`config.mk`:
```
export PLATFORM = sky130hd
export DESIGN_NAME = init_sequencer_flat
export DESIGN_NICKNAME = d
export VERILOG_FILES = /design/src/rtl/init_sequencer_if.sv /design/src/rtl/init_sequencer.sv /design/src/flat_wrapper.sv
export SDC_FILE = /design/constraint.sdc
export NUM_CORES = 1
export LEC_CHECK = 0
export CELL_PAD_IN_SITES_DETAIL_PLACEMENT = 1
export CELL_PAD_IN_SITES_GLOBAL_PLACEMENT = 1
export CORE_ASPECT_RATIO = 1.5
export CORE_MARGIN = 2
export CORE_UTILIZATION = 39
export DETAILED_ROUTE_END_ITERATION = 12
export PLACE_DENSITY = 0.76
export REMOVE_ABC_BUFFERS = 1
export SKIP_CTS_REPAIR_TIMING = 1
export SKIP_LAST_GASP = 1
export SYNTH_ARGS = -nofsm -noshare
export SYNTH_HDL_FRONTEND = slang
export SYNTH_SLANG_ARGS = --single-unit
```
`constraint.sdc`:
```
create_clock -name clk -period 2.39 [get_ports clk]
set_input_delay 0.478 -clock clk [delete_from_list [all_inputs] [get_ports clk]]
set_output_delay 0.478 -clock clk [all_outputs]
set_load 0.05 [all_outputs]
```
`src/rtl/init_sequencer_if.sv`:
```
// Handshake/bus bundle for init_sequencer: start/status, step-table ROM port,
// byte-writer (cmd) handshake and delay-generator handshake.
// Optional macro INIT_SEQ_ABORT_EN adds the abort input.
interface init_sequencer_if #(
  parameter int unsigned ADDR_W = 5,
  parameter int unsigned MS_W   = 12
);
  logic                 start;
  logic                 busy;
  logic                 done;
  logic                 ovf;
  logic [ADDR_W-1:0]    rom_addr;
  logic [2+8+MS_W-1:0]  rom_data;
  logic                 cmd_en;
  logic [7:0]           cmd_byte;
  logic                 cmd_fin;
  logic                 delay_en;
  logic [MS_W-1:0]      delay_ms;
  logic                 delay_fin;
`ifdef INIT_SEQ_ABORT_EN
  logic                 abort;
`endif

  // Sequencer side
  modport master (
    input  start, rom_data, cmd_fin, delay_fin,
    output busy, done, ovf, rom_addr, cmd_en, cmd_byte, delay_en, delay_ms
`ifdef INIT_SEQ_ABORT_EN
    , input abort
`endif
  );

  // ROM / writer / delay generator / controller side
  modport slave (
    output start, rom_data, cmd_fin, delay_fin,
    input  busy, done, ovf, rom_addr, cmd_en, cmd_byte, delay_en, delay_ms
`ifdef INIT_SEQ_ABORT_EN
    , output abort
`endif
  );
endinterface

```
`src/rtl/init_sequencer.sv`:
```
// Step-table sequencer: walks an external combinational ROM and, per entry,
// issues a command byte over cmd_en/cmd_fin, a millisecond delay over
// delay_en/delay_fin, or both. Entry = {type[1:0], byte[7:0], ms[MS_W-1:0]}.
// Optional macro INIT_SEQ_ABORT_EN adds an abort input that returns to IDLE.
module init_sequencer #(
  parameter int unsigned ADDR_W = 5,
  parameter int unsigned MS_W   = 12
) (
  input logic               clk,
  input logic               rst,
  init_sequencer_if.master  bus
);

  typedef enum logic [2:0] {
    StIdle, StFetch, StCmd, StCmdRel, StDly, StDlyRel, StNext, StDone
  } state_e;

  localparam logic [1:0] TyCmd    = 2'b00;
  localparam logic [1:0] TyDly    = 2'b01;
  localparam logic [1:0] TyCmdDly = 2'b10;

  state_e            r_state;
  logic [1:0]        r_type;
  logic [MS_W-1:0]   r_ms;
  logic [ADDR_W-1:0] r_addr;
  logic              r_cmd_en;
  logic [7:0]        r_cmd_byte;
  logic              r_delay_en;
  logic [MS_W-1:0]   r_delay_ms;
  logic              r_busy;
  logic              r_done;
  logic              r_ovf;

  logic [1:0]        w_type;
  logic [7:0]        w_byte;
  logic [MS_W-1:0]   w_ms;
  logic              w_abort;

  assign w_type = bus.rom_data[MS_W+9:MS_W+8];
  assign w_byte = bus.rom_data[MS_W+7:MS_W];
  assign w_ms   = bus.rom_data[MS_W-1:0];

`ifdef INIT_SEQ_ABORT_EN
  assign w_abort = bus.abort;
`else
  assign w_abort = 1'b0;
`endif

  assign bus.rom_addr = r_addr;
  assign bus.cmd_en   = r_cmd_en;
  assign bus.cmd_byte = r_cmd_byte;
  assign bus.delay_en = r_delay_en;
  assign bus.delay_ms = r_delay_ms;
  assign bus.busy     = r_busy;
  assign bus.done     = r_done;
  assign bus.ovf      = r_ovf;

  // Sequencer FSM with all outputs registered; abort outranks start and fins.
  always_ff @(posedge clk or posedge rst) begin
    if (rst) begin
      r_state    <= StIdle;
      r_type     <= TyCmd;
      r_ms       <= '0;
      r_addr     <= '0;
      r_cmd_en   <= 1'b0;
      r_cmd_byte <= 8'h00;
      r_delay_en <= 1'b0;
      r_delay_ms <= '0;
      r_busy     <= 1'b0;
      r_done     <= 1'b0;
      r_ovf      <= 1'b0;
    end else if (w_abort && (r_state != StIdle)) begin
      r_state    <= StIdle;
      r_addr     <= '0;
      r_cmd_en   <= 1'b0;
      r_delay_en <= 1'b0;
      r_busy     <= 1'b0;
      r_done     <= 1'b0;
      r_ovf      <= 1'b0;
    end else begin
      case (r_state)
        StIdle, StDone: begin
          if (bus.start) begin
            r_state <= StFetch;
            r_addr  <= '0;
            r_busy  <= 1'b1;
            r_done  <= 1'b0;
            r_ovf   <= 1'b0;
          end
        end
        StFetch: begin
          r_type <= w_type;
          r_ms   <= w_ms;
          case (w_type)
            TyCmd, TyCmdDly: begin
              r_state    <= StCmd;
              r_cmd_en   <= 1'b1;
              r_cmd_byte <= w_byte;
            end
            TyDly: begin
              r_state    <= StDly;
              r_delay_en <= 1'b1;
              r_delay_ms <= w_ms;
            end
            default: begin
              r_state <= StDone;
              r_busy  <= 1'b0;
              r_done  <= 1'b1;
            end
          endcase
        end
        StCmd: begin
          if (bus.cmd_fin) begin
            r_cmd_en <= 1'b0;
            r_state  <= StCmdRel;
          end
        end
        StCmdRel: begin
          if (r_type == TyCmdDly) begin
            r_state    <= StDly;
            r_delay_en <= 1'b1;
            r_delay_ms <= r_ms;
          end else begin
            r_state <= StNext;
          end
        end
        StDly: begin
          if (bus.delay_fin) begin
            r_delay_en <= 1'b0;
            r_state    <= StDlyRel;
          end
        end
        StDlyRel: r_state <= StNext;
        StNext: begin
          // Last table slot reached without END: stop rather than wrap.
          if (&r_addr) begin
            r_state <= StDone;
            r_busy  <= 1'b0;
            r_done  <= 1'b1;
            r_ovf   <= 1'b1;
          end else begin
            r_addr  <= r_addr + 1'b1;
            r_state <= StFetch;
          end
        end
        default: r_state <= StIdle;
      endcase
    end
  end

endmodule

```
`src/flat_wrapper.sv`:
```
// flat-port wrapper written by rule: the top's interface ports become plain ports
module init_sequencer_flat 
#(
  parameter int unsigned ADDR_W = 5,
  parameter int unsigned MS_W   = 12
)
  (clk, rst, bus_start, bus_rom_data, bus_cmd_fin, bus_delay_fin, bus_busy, bus_done, bus_ovf, bus_rom_addr, bus_cmd_en, bus_cmd_byte, bus_delay_en, bus_delay_ms);
  init_sequencer_if #(.ADDR_W(ADDR_W), .MS_W(MS_W)) bus_i ();
  input logic clk;
  input logic rst;
  input wire logic [$bits(bus_i.start)-1:0] bus_start;
  input wire logic [$bits(bus_i.rom_data)-1:0] bus_rom_data;
  input wire logic [$bits(bus_i.cmd_fin)-1:0] bus_cmd_fin;
  input wire logic [$bits(bus_i.delay_fin)-1:0] bus_delay_fin;
  output wire logic [$bits(bus_i.busy)-1:0] bus_busy;
  output wire logic [$bits(bus_i.done)-1:0] bus_done;
  output wire logic [$bits(bus_i.ovf)-1:0] bus_ovf;
  output wire logic [$bits(bus_i.rom_addr)-1:0] bus_rom_addr;
  output wire logic [$bits(bus_i.cmd_en)-1:0] bus_cmd_en;
  output wire logic [$bits(bus_i.cmd_byte)-1:0] bus_cmd_byte;
  output wire logic [$bits(bus_i.delay_en)-1:0] bus_delay_en;
  output wire logic [$bits(bus_i.delay_ms)-1:0] bus_delay_ms;
  assign bus_i.start = bus_start;
  assign bus_i.rom_data = bus_rom_data;
  assign bus_i.cmd_fin = bus_cmd_fin;
  assign bus_i.delay_fin = bus_delay_fin;
  assign bus_busy = bus_i.busy;
  assign bus_done = bus_i.done;
  assign bus_ovf = bus_i.ovf;
  assign bus_rom_addr = bus_i.rom_addr;
  assign bus_cmd_en = bus_i.cmd_en;
  assign bus_cmd_byte = bus_i.cmd_byte;
  assign bus_delay_en = bus_i.delay_en;
  assign bus_delay_ms = bus_i.delay_ms;
  init_sequencer #(.ADDR_W(ADDR_W), .MS_W(MS_W)) u_core (.clk(clk), .rst(rst), .bus(bus_i));
endmodule
```
After elaboration in Yosys (flattened, before gate mapping)

Index checks and enable logic that the tools add are counted.

Reduce and logical (&&, ||, !) cells: 19
Multiplexer cells: 29
Equality and inequality tests: 19
Add/subtract/negate cells: 1

Operators with widths:

| cell                                                                     | number |
|---|---|
| 12-bit 2-to-1 mux                                                        | 2 |
| 12-bit case mux with 2 select lines                                      | 1 |
| 3-bit case mux with 7 select lines                                       | 1 |
| 3-bit AND reduction                                                      | 5 |
| 3-bit == test (second input constant)                                    | 4 |
| 3-bit 2-to-1 mux                                                         | 4 |
| 1-bit 2-to-1 mux                                                         | 11 |
| 5-bit 2-to-1 mux                                                         | 2 |
| 2-bit inequality test (second input constant)                            | 5 |
| 5-bit case mux with 2 select lines                                       | 1 |
| 1-bit case mux with 3 select lines                                       | 3 |
| 2-bit by 1-bit inequality test with 1-bit output (second input constant) | 4 |
| 4-bit AND reduction                                                      | 2 |
| 3-bit by 2-bit == test with 1-bit output (second input constant)         | 2 |
| 3-bit case mux with 2 select lines                                       | 1 |
| 2-bit nonzero test                                                       | 3 |
| 3-bit nonzero test                                                       | 2 |
| 5-bit by 1-bit adder with 5-bit output (second input constant)           | 1 |
| 5-bit AND reduction                                                      | 1 |
| 2-bit == test (second input constant)                                    | 2 |
| 1-bit case mux with 2 select lines                                       | 2 |
| 2-bit OR reduction                                                       | 2 |
| 3-bit by 1-bit == test with 1-bit output (second input constant)         | 1 |
| 3-bit logical NOT                                                        | 1 |
| 5 further kinds                                                          | 5 |

Logic and storage cells: 79
Bits in registers: 47

Longest topological paths before layout

Gate-level depths: netlist of the first run.

Depth in word-level cells: 4
Gate-level depth with buffers: 6
Mapped depth without buffers: 6

Least setup slack after synthesis of the first run

Ideal clock, no wire load.

Path type: register to register
Start point: reg u_core.r_addr[0] (netlist: u_core.bus.rom_addr[0])
End point: reg u_core.r_busy (netlist: u_core.bus.busy)
Arrival: 1924 ps
Library setup time: 66 ps
Setup slack: 400 ps
Path buffers: 0
Cell stages (with the launch flop): 7
Cell sequence: dfrtp_1 ha_1 and3_1 ha_1 and4bb_2 nor3_1 o22a_1

Word-level cells in the longest chain between the ends: 3

RTL lines:

| item                                                       | line                  | RTL |
|---|---|---|
| from (decl)                                                | init_sequencer.sv:25  | `logic [ADDR_W-1:0] r_addr;` |
| from (signal assigned)                                     | init_sequencer.sv:142 | `r_addr <= r_addr + 1'b1;` |
| 5-bit AND reduction                                        | init_sequencer.sv:136 | `if (&r_addr) begin` |
| 2-bit by 1-bit inequality test with 1-bit output (no line) | --                    |  |
| 4-bit AND reduction (no line)                              | --                    |  |
| to (signal assigned)                                       | init_sequencer.sv:86  | `r_busy <= 1'b1;` |
| to (signal assigned)                                       | init_sequencer.sv:107 | `r_busy <= 1'b0;` |
| to (signal assigned)                                       | init_sequencer.sv:138 | `r_busy <= 1'b0;` |
| to (decl)                                                  | init_sequencer.sv:30  | `logic r_busy;` |

Every way passes these cells.
A chain may end at the register's enable or synchronous reset.

Worst setup path in the final report of the first run

Start point: reg u_core.r_addr[0] (netlist: u_core.bus.rom_addr[0])
End point: out bus_rom_addr[0]

RTL lines:

| item      | line               | RTL |
|---|---|---|
| to (decl) | flat_wrapper.sv:18 | `output wire logic [$bits(bus_i.rom_addr)-1:0] bus_rom_addr;` |

No word-level cell between the ends.

==> impl_metrics.yaml, run 1 <==
worst_setup_path:
  cp-end-kind: "output port"
  r2r-start: "u_core.bus.rom_addr[0]"
  path_max_fanout: 5
  reg2regPathDepth: 6
  worstSetupPathType: "reg2out"
  critPathTopFamily: "buffers and inverters"
  crit_cells: 1
  worstPathCellList: "clkdlybuf4s50_1"
  crit_arrival_ns: 1.60
  cp_slowest_cell: "clkdlybuf4s50_1"
  cp-startpoint: "u_core.bus.rom_addr[0]"
  cp-start-kind: "flop"
  crit_buf_inv: 1
  critPathMaxStageDelay_ns: 0.84
  cp.required_ns: 1.91
detailed_routing:
  drc: 0
  wl_per_cell_microns: 16.66
  detail_route.vias_per_cell: 5.385
  ant_nets: 0
  wl_mm: 5.366
  dr.pass1.iters: 4
  drtIter0Drc: 60
  via_count: 1734
floorplan:
  pin_count: 57
  die_w_microns: 67.38
  coreArea_sq_um: 5828
  die_y_microns: 99.07
  start_util_pct: 40.32
  row_count: 34
  die-area_sq_um: 6675
synthesis:
  yosysWarnings: 0
  synth_area_sq_um: 2350
  synth-xor-area-share_pct: 0
  synth-seq-cells: 47
  seq_area_frac_synth_pct: 50.05
  synth-main-ff-cell: "dfrtp_1"
  synthAdderAreaFrac_pct: 1.065
  syn_area_per_cell_sq_um: 12.50
  async_flop_share_pct: 100.0
  yosys.area_share.simple_pct: 12.30
  yosysUniqueCellTypes: 46
  synth_top_family_by_area: "multiplexers"
  netlist_instances: 188
  synthMuxAreaShare_pct: 23.27
  synth-compound-area-share_pct: 9.691
  synth-edff-count: 0
timing:
  report.final.slew_viol_count: 0
  finClkSkew_ns: 0.007186
  relSlewSlack_pct: 64.25
  hold_viol: 0
  max_freq_mhz: 481.5
  rsz0062_at_grt: "no"
  min_period_ns: 2.077
  tightest_slew_ns: 0.5363
  final.setup.tns_ns: 0
  post-route-period-util_pct: 86.90
  setup_violations: 0
final_layout:
  regArea_sq_um: 1176
  multi_input_area_sq_um: 1089
  stdcell_count: 322
  fin_nets: 278
  fill_cells: 610
  mostFrequentLayoutCells: "clkdlybuf4s50_1 (56), dfrtp_1 (47), mux2_2 (45), a21oi_1 (9), buf_4 (8)"
  syn_to_final_growth_pct: 33.49
  final_common_cell: "clkdlybuf4s50_1"
  drive_gt1_share_pct: 29.20
  antenna_cells: 0
global_route:
  grt_start_max_net_pins: 48
  antenna_found_initial: 0
  grt_first_pass_wirelength_mm: 9.294
  grt.total_usage_pct: 18.12
  grt_pass1_vias: 1913
  grt-ovfl-total: 0
cts:
  clk_pin_slew_worst_paths_ns: 0.10
  clk_path_buf_depth: 2
  cts_buffers: 5
  htreeDepth: 2
  cts_tree: "built"
  root_buffer: "clkbuf_8"
  clock-sinks: 47
  clk_latency_ns: 0.31
power:
  leakage_uw: 0.001297
  p_switching_uw: 2152
  p_int_uw: 2675
  power.density_nw_per_um2: 1539
  seqPwrFrac_pct: 31.1
  clkPwrFrac_pct: 12.7
  combPwrFrac_pct: 56.2
  ir_worst_vdd_mv: 0.7987
  swShare_pct: 44.59
placed_design:
  placed_cells: 314
  portBuffers: 56
  dp_hpwl_mm: 3.841
  globalplace.congestion: 0.6754
hold_path:
  min-delay-path-class: "reg2reg"
  hold_depth: 2
  holdCritStartpoint: "u_core.r_type[0]"
run_status:
  status: "finished, final reports clean"
job:
  max-cap-violations: 0
[synthesized netlist by cell type (all sizes together), types with 2 or more instances]
master / instances / area (sq um)
nor3: 6 / 41.29
nand2: 6 / 22.52
ha: 2 / 25.02
nand3b: 2 / 18.77
mux2: 45 / 506.7
nand4: 2 / 12.51
and3: 2 / 12.51
a211oi: 3 / 22.52
inv: 7 / 26.27
nand2b: 6 / 37.54
and3b: 2 / 17.52
o21ai: 4 / 20.02
nand3: 2 / 10.01
a221oi: 2 / 23.77
a21oi: 9 / 45.04
buf: 8 / 47.54
clkbuf: 3 / 11.26
dfrtp: 47 / 1176
a31oi: 2 / 12.51
nor2: 4 / 15.01
mux2i: 4 / 40.04
[routing by layer]
| metal | share of wire (%) | vias to the layer above | routed length, microns | global-route usage (%) |
|---|---|---|---|---|
| met2 | 55 | 35 | 2947 | 32.67 |
| met3 | 3.5 | 6 | 186 | 3.311 |
| met4 | 1.4 | 0 | 77 | 5.181 |
| met1 | 40 | 882 | 2154 | 21.29 |
| met5 | 0 | - | 0 | 0 |
| li1 | - | 811 | - | - |
[per-stage QoR]
stage | instance area, sq um | setup WS [ns] | hold slack (ns) | power [uW] | utilization (%)
after floorplan | 2291 | 0.1474 | 0.4574 | 3354 | -
after global placement | 3022 | 0.3077 | 0.4781 | 4184 | 51.85
after detailed placement | 3022 | 0.2485 | 0.4955 | 4256 | 51.85
after CTS | 3137 | 0.2936 | 0.5193 | 4887 | 53.82
after global routing | 3137 | 0.2621 | 0.5374 | 5114 | 53.82
final | 3137 | 0.3131 | 0.5137 | 4827 | 53.82
[layout make-up]
type	count	share of cell area, %
flip-flops and latches	47	37.50
multi-input cells	123	34.70
repair buffers	65	20.42
well taps	72	2.872
clock buffers	5	2.194
clock inverters	3	1.476
inverters	7	0.8377
[power by group through the flow]
stage / sequential (uW) / combinational [uW] / clock, uW
after floorplan: 2320 / 1030 / 0
after global placement: 1500 / 2680 / 0
after detailed placement: 1520 / 2740 / 0
after CTS: 1510 / 2750 / 630
after global routing: 1570 / 2890 / 654
final: 1500 / 2710 / 611
[logic make-up after synthesis]
family                   Yosys count
buffers and inverters             18
AO/OA/AOI/OAI                     30
AND/OR/NAND/NOR                   42
adder cells (fa/ha/maj)            2
flip-flops                        47
multiplexers                      49
[final timing paths]
path	slack [ns]	to
min in group asynchronous	0.53	u_core.bus.delay_ms[11]
worst min-delay path	0.51	u_core.r_type[0]
worst max register to register	0.43	u_core.bus.rom_addr[4]
worst min register to register	0.51	u_core.r_type[0]
worst max-delay path	0.31	bus_rom_addr[0]
max in group asynchronous	1.63	u_core.bus.busy
[registers in the layout, indices dropped and copies added (netlist names)]
signal and cells:
u_core.r_state 3, u_core.bus.ovf 1, u_core.bus.delay_en 1, u_core.bus.cmd_en 1, u_core.bus.rom_addr 5, u_core.bus.delay_ms 12
u_core.r_type 2, u_core.bus.done 1, u_core.r_ms 12, u_core.bus.busy 1, u_core.bus.cmd_byte 8
No activity file was read; power rests on OpenSTA's default activity.
==> inputs of run 2 (changes only) <==
Settings changed: GPL_ROUTABILITY_DRIVEN set to 1.
==> results of run 2 <==
Same layout as run 1: the final DEF is identical, and so are final timing and power.
